File: config.mk
export PLATFORM = sky130hd
export DESIGN_NAME = axi_rd_arbiter_flat
export DESIGN_NICKNAME = d
export VERILOG_FILES = /design/src/rtl/axi_pkg.sv /design/src/rtl/axi_rd_arbiter_if.sv /design/src/rtl/axi_rd_arbiter_rr_arb2.sv /design/src/rtl/axi_rd_arbiter.sv /design/src/flat_wrapper.sv
export SDC_FILE = /design/constraint.sdc
export NUM_CORES = 1
export LEC_CHECK = 0
export BUFFER_PORTS_ARGS = -buffer_cell sky130_fd_sc_hd__buf_2
export CORE_AREA = 5 5 87 97
export DETAILED_ROUTE_END_ITERATION = 7
export DIE_AREA = 0 0 92 102
export GPL_TIMING_DRIVEN = 0
export PLACE_DENSITY = 0.79
export SLEW_MARGIN = 20
export SYNTH_ARGS = -nofsm -noshare
export SYNTH_HDL_FRONTEND = slang
export SYNTH_HIERARCHICAL = 1
export SYNTH_SLANG_ARGS = --single-unit
File: constraint.sdc
create_clock -name clk -period 2 [get_ports clk]
set_input_delay 0.4 -clock clk [delete_from_list [all_inputs] [get_ports clk]]
set_output_delay 0.4 -clock clk [all_outputs]
set_load 0.03 [all_outputs]
File: src/rtl/axi_pkg.sv
// Shared definitions for the AXI-lite read arbiter slice.
// Holds the FSM state encoding, response codes and default bus widths.
package axi_pkg;

    typedef enum logic [1:0] {
        IDLE = 2'd0,
        ADDR = 2'd1,
        DATA = 2'd2,
        ERR  = 2'd3
    } axi_state_e;

    // Plain 2-bit constants for the state register, kept in step with the enum.
    localparam logic [1:0] ST_IDLE = IDLE;
    localparam logic [1:0] ST_ADDR = ADDR;
    localparam logic [1:0] ST_DATA = DATA;
    localparam logic [1:0] ST_ERR  = ERR;

    localparam logic RESP_OKAY = 1'b0;
    localparam logic RESP_ERR  = 1'b1;

    localparam int AXI_ADDR_W = 32;
    localparam int AXI_DATA_W = 32;

endpackage

File: src/rtl/axi_rd_arbiter_if.sv
// AXI-lite read channel bundle (address + read-data halves).
// Handshake: a beat transfers on a rising clock edge where valid and ready
// are both high; the source holds valid and its payload stable until then.
// Modports:
//   master - issues addresses, consumes data (drives araddr_*, raddr_ready)
//   slave  - accepts addresses, returns data (drives araddr_ready, raddr_*)
interface axi_rd_if
    import axi_pkg::*;
#(
    parameter int ADDR_W = AXI_ADDR_W,
    parameter int DATA_W = AXI_DATA_W
);
    logic              araddr_valid;
    logic              araddr_ready;
    logic [ADDR_W-1:0] araddr_bits_addr;
    logic              raddr_valid;
    logic              raddr_ready;
    logic [DATA_W-1:0] raddr_bits_data;
    logic              raddr_bits_resp;

    modport master (
        output araddr_valid, araddr_bits_addr, raddr_ready,
        input  araddr_ready, raddr_valid, raddr_bits_data, raddr_bits_resp
    );

    modport slave (
        input  araddr_valid, araddr_bits_addr, raddr_ready,
        output araddr_ready, raddr_valid, raddr_bits_data, raddr_bits_resp
    );
endinterface

File: src/rtl/axi_rd_arbiter_rr_arb2.sv
// rr_arb2: combinational 2-way round-robin selector.
// Ports: req[1:0] request vector, last = index served most recently,
//        gnt_idx = chosen requester, gnt_valid = any request present.
module rr_arb2 (
    input  logic [1:0] req,
    input  logic       last,
    output logic       gnt_idx,
    output logic       gnt_valid
);
    always_comb begin
        gnt_valid = |req;
        gnt_idx   = 1'b0;
        if (req == 2'b11) begin
            // Tie: whoever was not served last goes next.
            gnt_idx = ~last;
        end else if (req[1]) begin
            gnt_idx = 1'b1;
        end
    end
endmodule

File: src/rtl/axi_rd_arbiter.sv
// axi_rd_arbiter: shares one AXI-lite read channel between the IFU (m0) and
// the LSU (m1). Round-robin grant, one transaction in flight, watchdog that
// completes a hung transaction with an error response.
// Ports:
//   clk, rst        clock (rising edge), asynchronous active-low reset
//   m0, m1          requester-facing channels (slave modport)
//   io_AXI          memory-facing channel (master modport)
//   busy            transaction in flight (state != IDLE)
//   timeout_err     sticky watchdog flag, cleared only by reset
//   dbg_state       current FSM state encoding
module axi_rd_arbiter
    import axi_pkg::*;
#(
    parameter int ADDR_W  = AXI_ADDR_W,
    parameter int DATA_W  = AXI_DATA_W,
    parameter int TIMEOUT = 255,
    parameter int CNT_W   = 8
) (
    input  logic        clk,
    input  logic        rst,
    axi_rd_if.slave     m0,
    axi_rd_if.slave     m1,
    axi_rd_if.master    io_AXI,
    output logic        busy,
    output logic        timeout_err,
    output logic [1:0]  dbg_state
);
    // Last counter value at which a transaction may still finish normally.
    localparam logic [CNT_W-1:0] TMO_LAST =
        (TIMEOUT == 0) ? '0 : CNT_W'(TIMEOUT - 1);

    logic [1:0]        state_q, state_d;
    logic              gnt_q, gnt_d;
    logic              last_q, last_d;
    logic [ADDR_W-1:0] addr_q, addr_d;
    logic [CNT_W-1:0]  cnt_q, cnt_d;
    logic              terr_q, terr_d;

    logic              sel_idx, sel_valid, ar_ready, expired;
    logic [ADDR_W-1:0] sel_addr;
    logic              g_rready, g_rvalid, g_rresp;
    logic [DATA_W-1:0] g_rdata;
    logic              io_arvalid, io_rready;

    rr_arb2 u_arb (
        .req       ({m1.araddr_valid, m0.araddr_valid}),
        .last      (last_q),
        .gnt_idx   (sel_idx),
        .gnt_valid (sel_valid)
    );

    assign sel_addr = sel_idx ? m1.araddr_bits_addr : m0.araddr_bits_addr;
    assign g_rready = gnt_q ? m1.raddr_ready : m0.raddr_ready;
    // Gated by rst so that no ready is offered while reset is held.
    assign ar_ready = rst && (state_q == ST_IDLE) && sel_valid;
    // >= rather than == so a transaction that slips past the boundary in
    // ADDR (counter keeps running) is still caught in DATA.
    assign expired  = (TIMEOUT != 0) && (cnt_q >= TMO_LAST);

    always_comb begin
        state_d    = state_q;
        gnt_d      = gnt_q;
        last_d     = last_q;
        addr_d     = addr_q;
        cnt_d      = cnt_q;
        terr_d     = terr_q;
        g_rvalid   = 1'b0;
        g_rdata    = '0;
        g_rresp    = RESP_OKAY;
        io_arvalid = 1'b0;
        io_rready  = 1'b0;

        if ((state_q == ST_ADDR) || (state_q == ST_DATA)) begin
            cnt_d = (&cnt_q) ? cnt_q : cnt_q + 1'b1;
        end

        case (state_q)
            ST_IDLE: begin
                if (ar_ready) begin
                    addr_d  = sel_addr;
                    gnt_d   = sel_idx;
                    cnt_d   = '0;
                    state_d = ST_ADDR;
                end
            end
            ST_ADDR: begin
                io_arvalid = 1'b1;
                if (io_AXI.araddr_ready) begin
                    state_d = ST_DATA;
                end else if (expired) begin
                    state_d = ST_ERR;
                    terr_d  = 1'b1;
                end
            end
            ST_DATA: begin
                g_rvalid  = io_AXI.raddr_valid;
                io_rready = g_rready;
                if (io_AXI.raddr_valid) begin
                    g_rdata = io_AXI.raddr_bits_data;
                    g_rresp = io_AXI.raddr_bits_resp;
                end
                if (io_AXI.raddr_valid && g_rready) begin
                    last_d  = gnt_q;
                    state_d = ST_IDLE;
                end else if (expired) begin
                    state_d = ST_ERR;
                    terr_d  = 1'b1;
                end
            end
            default: begin // ST_ERR: synthesize an error beat, swallow late slave data
                g_rvalid  = 1'b1;
                g_rresp   = RESP_ERR;
                io_rready = 1'b1;
                if (g_rready) begin
                    last_d  = gnt_q;
                    state_d = ST_IDLE;
                end
            end
        endcase
    end

    always_ff @(posedge clk or negedge rst) begin
        if (!rst) begin
            state_q <= ST_IDLE;
            gnt_q   <= 1'b0;
            last_q  <= 1'b1;
            addr_q  <= '0;
            cnt_q   <= '0;
            terr_q  <= 1'b0;
        end else begin
            state_q <= state_d;
            gnt_q   <= gnt_d;
            last_q  <= last_d;
            addr_q  <= addr_d;
            cnt_q   <= cnt_d;
            terr_q  <= terr_d;
        end
    end

    assign m0.araddr_ready    = ar_ready && !sel_idx;
    assign m1.araddr_ready    = ar_ready && sel_idx;
    assign m0.raddr_valid     = g_rvalid && !gnt_q;
    assign m1.raddr_valid     = g_rvalid && gnt_q;
    assign m0.raddr_bits_data = gnt_q ? '0 : g_rdata;
    assign m1.raddr_bits_data = gnt_q ? g_rdata : '0;
    assign m0.raddr_bits_resp = !gnt_q && g_rresp;
    assign m1.raddr_bits_resp = gnt_q && g_rresp;

    assign io_AXI.araddr_valid     = io_arvalid;
    assign io_AXI.araddr_bits_addr = (state_q == ST_ADDR) ? addr_q : '0;
    assign io_AXI.raddr_ready      = io_rready;

    assign busy        = (state_q != ST_IDLE);
    assign timeout_err = terr_q;
    assign dbg_state   = state_q;
endmodule

File: src/flat_wrapper.sv
// flat-port wrapper written by rule: the top's interface ports become plain ports
module axi_rd_arbiter_flat import axi_pkg::*;
#(
    parameter int ADDR_W  = AXI_ADDR_W,
    parameter int DATA_W  = AXI_DATA_W,
    parameter int TIMEOUT = 255,
    parameter int CNT_W   = 8
)
  (clk, rst, busy, timeout_err, dbg_state, m0_araddr_valid, m0_araddr_bits_addr, m0_raddr_ready, m0_araddr_ready, m0_raddr_valid, m0_raddr_bits_data, m0_raddr_bits_resp, m1_araddr_valid, m1_araddr_bits_addr, m1_raddr_ready, m1_araddr_ready, m1_raddr_valid, m1_raddr_bits_data, m1_raddr_bits_resp, io_AXI_araddr_valid, io_AXI_araddr_bits_addr, io_AXI_raddr_ready, io_AXI_araddr_ready, io_AXI_raddr_valid, io_AXI_raddr_bits_data, io_AXI_raddr_bits_resp);
  axi_rd_if #(.ADDR_W(ADDR_W), .DATA_W(DATA_W)) m0_i ();
  axi_rd_if #(.ADDR_W(ADDR_W), .DATA_W(DATA_W)) m1_i ();
  axi_rd_if #(.ADDR_W(ADDR_W), .DATA_W(DATA_W)) io_AXI_i ();
  input  logic clk;
  input  logic rst;
  output logic busy;
  output logic timeout_err;
  output logic [1:0] dbg_state;
  input wire logic [$bits(m0_i.araddr_valid)-1:0] m0_araddr_valid;
  input wire logic [$bits(m0_i.araddr_bits_addr)-1:0] m0_araddr_bits_addr;
  input wire logic [$bits(m0_i.raddr_ready)-1:0] m0_raddr_ready;
  output wire logic [$bits(m0_i.araddr_ready)-1:0] m0_araddr_ready;
  output wire logic [$bits(m0_i.raddr_valid)-1:0] m0_raddr_valid;
  output wire logic [$bits(m0_i.raddr_bits_data)-1:0] m0_raddr_bits_data;
  output wire logic [$bits(m0_i.raddr_bits_resp)-1:0] m0_raddr_bits_resp;
  input wire logic [$bits(m1_i.araddr_valid)-1:0] m1_araddr_valid;
  input wire logic [$bits(m1_i.araddr_bits_addr)-1:0] m1_araddr_bits_addr;
  input wire logic [$bits(m1_i.raddr_ready)-1:0] m1_raddr_ready;
  output wire logic [$bits(m1_i.araddr_ready)-1:0] m1_araddr_ready;
  output wire logic [$bits(m1_i.raddr_valid)-1:0] m1_raddr_valid;
  output wire logic [$bits(m1_i.raddr_bits_data)-1:0] m1_raddr_bits_data;
  output wire logic [$bits(m1_i.raddr_bits_resp)-1:0] m1_raddr_bits_resp;
  output wire logic [$bits(io_AXI_i.araddr_valid)-1:0] io_AXI_araddr_valid;
  output wire logic [$bits(io_AXI_i.araddr_bits_addr)-1:0] io_AXI_araddr_bits_addr;
  output wire logic [$bits(io_AXI_i.raddr_ready)-1:0] io_AXI_raddr_ready;
  input wire logic [$bits(io_AXI_i.araddr_ready)-1:0] io_AXI_araddr_ready;
  input wire logic [$bits(io_AXI_i.raddr_valid)-1:0] io_AXI_raddr_valid;
  input wire logic [$bits(io_AXI_i.raddr_bits_data)-1:0] io_AXI_raddr_bits_data;
  input wire logic [$bits(io_AXI_i.raddr_bits_resp)-1:0] io_AXI_raddr_bits_resp;
  assign m0_i.araddr_valid = m0_araddr_valid;
  assign m0_i.araddr_bits_addr = m0_araddr_bits_addr;
  assign m0_i.raddr_ready = m0_raddr_ready;
  assign m0_araddr_ready = m0_i.araddr_ready;
  assign m0_raddr_valid = m0_i.raddr_valid;
  assign m0_raddr_bits_data = m0_i.raddr_bits_data;
  assign m0_raddr_bits_resp = m0_i.raddr_bits_resp;
  assign m1_i.araddr_valid = m1_araddr_valid;
  assign m1_i.araddr_bits_addr = m1_araddr_bits_addr;
  assign m1_i.raddr_ready = m1_raddr_ready;
  assign m1_araddr_ready = m1_i.araddr_ready;
  assign m1_raddr_valid = m1_i.raddr_valid;
  assign m1_raddr_bits_data = m1_i.raddr_bits_data;
  assign m1_raddr_bits_resp = m1_i.raddr_bits_resp;
  assign io_AXI_araddr_valid = io_AXI_i.araddr_valid;
  assign io_AXI_araddr_bits_addr = io_AXI_i.araddr_bits_addr;
  assign io_AXI_raddr_ready = io_AXI_i.raddr_ready;
  assign io_AXI_i.araddr_ready = io_AXI_araddr_ready;
  assign io_AXI_i.raddr_valid = io_AXI_raddr_valid;
  assign io_AXI_i.raddr_bits_data = io_AXI_raddr_bits_data;
  assign io_AXI_i.raddr_bits_resp = io_AXI_raddr_bits_resp;
  axi_rd_arbiter #(.ADDR_W(ADDR_W), .DATA_W(DATA_W), .TIMEOUT(TIMEOUT), .CNT_W(CNT_W)) u_core (.clk(clk), .rst(rst), .m0(m0_i), .m1(m1_i), .io_AXI(io_AXI_i), .busy(busy), .timeout_err(timeout_err), .dbg_state(dbg_state));
endmodule
# After elaboration in Yosys (flattened, before gate mapping)
# Cells that the tools add are included.
dict set report classes {
  add_sub_neg 1
  n_mul 0
  div 0
  magnitude_cmp 1
  eq_ne 7
  shifts 0
  mux 31
  n_bitwise 2
  n_reduce_logical 24
}
# op n
set op_table {}
lappend op_table {{$mux W32} 6}
lappend op_table {{$mux W8} 4}
lappend op_table {{$mux W1} 10}
lappend op_table {{$mux W2} 5}
lappend op_table {{$pmux W1 S2} 5}
lappend op_table {{$logic_and A1 B1 Y1} 9}
lappend op_table {{$add A8 B1 Y8 const B} 1}
lappend op_table {{$ge A8 B8 Y1 const B} 1}
lappend op_table {{$reduce_and A8 Y1} 1}
lappend op_table {{$ne A2 B2 Y1 const B} 3}
lappend op_table {{$pmux W2 S3} 1}
lappend op_table {{$reduce_and A3 Y1} 2}
lappend op_table {{$reduce_bool A2 Y1} 3}
lappend op_table {{$eq A2 B2 Y1 const B} 2}
lappend op_table {{$reduce_and A2 Y1} 2}
lappend op_table {{$reduce_bool A4 Y1} 1}
lappend op_table {{$reduce_or A2 Y1} 2}
lappend op_table {{$eq A2 B1 Y1 const B} 1}
lappend op_table {{$logic_not A1 Y1} 2}
lappend op_table {{$logic_not A2 Y1} 1}
lappend op_table {{$ne A2 B1 Y1 const B} 1}
lappend op_table {{$not A1 Y1} 2}
lappend op_table {{$logic_or A1 B1 Y1} 1}
dict set report totals {
  reg_bits 45
  latchBits 0
  ram_bits 0
  mem_bits_ro 0
  elab_cells 72
  n_memories 0
}

# Depth between registers and ports, before layout
dict set report logic_depth {
  word_depth 5
  mapped_depth 7
}

# Cells and area by module
# The synthesis kept the hierarchy.
# mod n_inst cells_each area_per_inst_um2 seq_area_each_um2
set by_module_without_submodules {}
lappend by_module_without_submodules {axi_rd_arbiter 1 347 2995.4 1127.3}
lappend by_module_without_submodules {rr_arb2 1 2 13.8 0.0}

# Worst setup path after synthesis
# Ideal clock, no wire load.
dict set report synth_timing {
  path_kind {register to output}
  start {reg u_core.state_q[1] (netlist: u_core/dbg_state[1])}
  end {out io_AXI_araddr_bits_addr[10]}
  arrival_time_ps 1809
  setup_slack_ps -209
  path_stages_with_launch 6
  n_path_buf 2
  path_cell_list {dfrtp_1 -> inv_1 -> ha_1 -> clkbuf_1 -> clkbuf_1 -> and2_1}
}
dict set report synth_via {
  elab_chain_cells 2
}
# element line_no
set synth_rtl {}
lappend synth_rtl {{from (decl)} axi_rd_arbiter.sv:32} ;# logic [1:0] state_q, state_d;
lappend synth_rtl {{from (signal assigned)} axi_rd_arbiter.sv:131} ;# state_q <= state_d;
lappend synth_rtl {{$eq A2 B1 Y1} axi_rd_arbiter.sv:150} ;# assign io_AXI.araddr_bits_addr = (state_q == ST_ADDR) ? addr_q : '0;
lappend synth_rtl {{$mux W32} axi_rd_arbiter.sv:150}
lappend synth_rtl {{to (decl)} flat_wrapper.sv:33} ;# output wire logic [$bits(io_AXI_i.araddr_bits_addr)-1:0] io_AXI_araddr_bits_addr;
# No other way between the ends.

# Worst setup path in the final report
dict set report layout_timing {
  start {reg u_core.state_q[1] (netlist: u_core/dbg_state[1])}
  end {out m1_raddr_bits_resp}
}
dict set report layout_via {
  elab_chain_cells 4
  word_cells_on_any_way 6
}
# element line_no
set layout_rtl {}
lappend layout_rtl {{$eq A2 B1 Y1 or $logic_not A2 Y1 (tied branches)} axi_rd_arbiter.sv:77} ;# case (state_q)
lappend layout_rtl {{$reduce_or A2 Y1 (no line)} --}
lappend layout_rtl {{$pmux W1 S2 *} axi_rd_arbiter.sv:77}
lappend layout_rtl {{$logic_and A1 B1 Y1 *} axi_rd_arbiter.sv:147} ;# assign m1.raddr_bits_resp = gnt_q && g_rresp;
lappend layout_rtl {{to (decl)} flat_wrapper.sv:31} ;# output wire logic [$bits(m1_i.raddr_bits_resp)-1:0] m1_raddr_bits_resp;
# Every way passes the cells marked *; elsewhere a longest branch is shown, timed or not.

==> results by group <==
Outcome
  – Status: finished, violations left
  – Failing checks: negative setup slack

CTS
  – CTS buffer count: 5
  – CTS max path bufs: 2
  – Clk slew on worst S/H paths: 90 ps
  – CTS tree: built
  – CTS sink cnt: 45
  – Depth of the CTS H-tree: 2
  – Clock root cell: clkbuf_8
  – Clk_lat worst skew: 300 ps
  – # hold bufs at CTS: 0

Drt
  – WL final: 12600 µm
  – Post-route ant nets: 0
  – Vias: 3537
  – DRC errors left: 0
  – Routed len/inst: 18.6 µm
  – Pre-antenna DRT Iters: 5
  – Initial drt markers: 184
  – Average via count per standard cell: 5.22

Cells and area
  – Final nets: 700
  – N_diodes: 0
  – Area Growth Syn to Fin: 85.3%
  – Final design utilization: 0.759
  – Final Cell Area: 0.00558 mm²
  – Fillers: 470
  – Layout cells sized above 1: 0.647

Place
  – Routability cong.: 0.876
  – I/O Buffers: 212
  – Dpl hpwl: 8340 µm
  – Area after DPL: 0.00431 mm²

Logic synthesis
  – YS warnings: 6
  – Post-Synth Adder-Cell Area: 0.0249
  – Post-Synth Simple-Gate Area: 0.311
  – Netlist cell types: 39
  – Compound-Gate Fraction of Synth Area: 0.115
  – Post-synth net total: 460
  – Post-synth top area share: 0.366
  – Post-synthesis register bit count: 45
  – Sequential share of the synthesized area: 0.375
  – Largest family of logic cells by synthesized area: simple AND/OR/NAND/NOR gates
  – Synth area leaders: dfrtp_1 (37%), and2_1 (20%), mux2i_1 (11%), o21ai_0 (5.8%), nand2_1 (4.7%)
  – Largest area contributor in the netlist: dfrtp_1
  – Mux cell area share after synthesis: 0.121
  – Synthesized area: 0.00301 mm²
  – Synth Area per Inst: 8.62 µm²
  – Xor/xnor share of the synthesized area: 0.00873
  – Post-Synthesis Cells: 349

Timing
  – Setup TNS: -6170 ps
  – Max Clock Skew: 6.85 ps
  – Final Hold Vio Count: 0
  – Pins over their slew limit: 0
  – Final worst slack: -109 ps
  – Slew @ Worst Pin: 617 ps
  – Max_slew headroom: 0.588
  – Fin crit share: 1.05
  – Final setup fails: 92
  – Unrepaired setup endpoints after global routing: yes
  – Post-layout min period: 2110 ps
  – Maximum clock rate: 0.474 GHz

Setup path
  – Worst path arrival time: 1710 ps
  – Critical path type: reg2out
  – CP endpoint kind: output pin
  – Setup crit start kind: flip-flop
  – Worst-path fanout max: 4
  – Required @ worst endpoint: 1600 ps

Power and ir drop
  – Static Leak: 0.00285 µW
  – Power Density: 1180 mW/mm²
  – Peak VDD IR: 0.696 mV
  – Pwr Total: 6560 µW

GRT
  – GRT Resource Usage Total: 0.263
  – First-pass GRT wire length: 19600 µm
  – GRT met3 Usage: 0.0604
  – Grt total ovfl: 0
  – GR Util met1: 0.292
  – M2 GR Usage: 0.497
  – Antenna violations before repair: 0
  – Number of global-route vias before repair: 3752
  – Largest net degree at the start of global routing: 49
  – GRT Max-Usage Layer: met2

Floorplan
  – Die area: 0.00938 mm²
  – Die height: 102 µm
  – Initial Utilization: 0.409
  – Die W: 92 µm
  – Row count: 33
  – Core Region: 0.00735 mm²
  – I/O pin cnt: 213

Flow run
  – Max cap viols: 0

Worst hold path
  – HP Class: in2async
-- per-layer routing --
layer / routed length, µm / vias up
li1: - / 1637
met1: 4530 / 1671
met2: 6630 / 207
met3: 1070 / 22
met4: 327 / 0
met5: 0 / -
-- synthesized netlist by cell type --
cell	number
nand2b_1	1
a21boi_1	1
xnor2_1	1
a31o_2	1
nor2b_1	3
mux2i_1	34
o21a_1	1
a31oi_1	5
inv_1	7
o211ai_1	1
nand4_1	3
nor3_1	3
buf_2	8
xor2_1	2
a21boi_0	1
buf_6	1
o21ai_0	35
nor2_1	13
or2_2	1
clkbuf_1	15
or2_1	1
mux2i_4	1
and4_1	1
a21oi_1	6
nand2_1	38
and2_1	98
o311a_1	1
o21bai_1	1
dfrtp_1	44
a21o_1	1
a31oi_4	1
nor3b_1	2
nand3_1	5
a211oi_1	1
ha_1	6
o221ai_1	1
dfstp_2	1
o31a_1	1
and3_1	2
-- layout by cell type, fill, tap and decap left out, drive strengths merged, types with 3 or more instances in the layout --
| master | netlist | routed |
|---|---|---|
| and2 | 98 | 98 |
| nor3 | 3 | 3 |
| mux2i | 35 | 35 |
| ha | 6 | 6 |
| buf | 9 | 244 |
| dfrtp | 44 | 44 |
| o21ai | 35 | 35 |
| a21oi | 6 | 6 |
| clkbuf | 15 | 19 |
| nand2 | 38 | 38 |
| nor2 | 13 | 13 |
| a31oi | 6 | 6 |
| nor2b | 3 | 3 |
| nand3 | 5 | 5 |
| inv | 7 | 7 |
| nand4 | 3 | 3 |
-- where the power goes --
part	internal, µW	switching [µW]	leakage, µW
sequential	1300	230	0.000564
combinational	1950	2350	0.00223
clock	406	322	0.0000574
-- worst paths after layout --
check | depth (start not counted) | slack [ps] | to | startpoint
max | 6 | -110 | m1_raddr_bits_resp | u_core/dbg_state[1]$_DFFE_PN0P_
min in group clk | 3 | 380 | u_core/addr_q[9]$_DFFE_PN0P_ | m0_araddr_bits_addr[9]
max reg2reg | 8 | 270 | u_core/addr_q[13]$_DFFE_PN0P_ | u_core/dbg_state[0]$_DFFE_PN0P_
max in group asynchronous | 1 | 1450 | u_core/dbg_state[1]$_DFFE_PN0P_ | rst
min reg2reg | 2 | 480 | u_core/addr_q[31]$_DFFE_PN0P_ | u_core/addr_q[31]$_DFFE_PN0P_
min | 1 | 100 | u_core/addr_q[6]$_DFFE_PN0P_ | rst
-- stage by stage --
stage | setup WS [ps] | cells | hold slack, ps
final | -109 | 677 | 101
after global routing | -152 | 677 | 152
after CTS | -179 | 670 | 122
after detailed placement | -755 | 648 | 462
after global placement | -766 | 648 | 453
after floorplan | 4.69 | 349 | 104
-- state kept, by name (all words and copies together) (netlist names) --
register            cells
u_core/dbg_state        2
u_core/timeout_err      1
u_core/addr_q          32
u_core/last_q           1
u_core/cnt_q            8
u_core/gnt_q            1
-- critical path: stages (launching register included) --
cell and delay [ps]:
dfrtp_2 450, ha_4 190, buf_4 140, nor3_4 250
a31oi_2 100, nor2b_2 140, buf_6 130
-- layout make-up --
type,instances,area [µm²],area share
multi-input combinational,273,2060,0.369
timing repair buffer,235,1920,0.344
sequential,45,1130,0.203
buffer,22,216,0.0388
tap,87,109,0.0195
clock buffer,6,82.6,0.0148
clock inverter,2,37.5,0.00673
inverter,7,28.8,0.00516
-- repair_timing --
item                                    CTS  global route
resized for setup                       311            28
cloned                                    7             0
endpoints found under the setup margin  135           102
pin swaps                                49            12
setup buffers                             8             8
-- cell families (layout without fill, tap and decap cells) --
logic type,after synthesis,after routing
AO/OA/AOI/OAI,58,58
flip-flops,45,45
XOR/XNOR,3,3
AND/OR/NAND/NOR,171,171
multiplexers,35,35
adder cells (fa/ha/maj),6,6
buffers and inverters,31,272
Power figures use the tool's default switching activity.
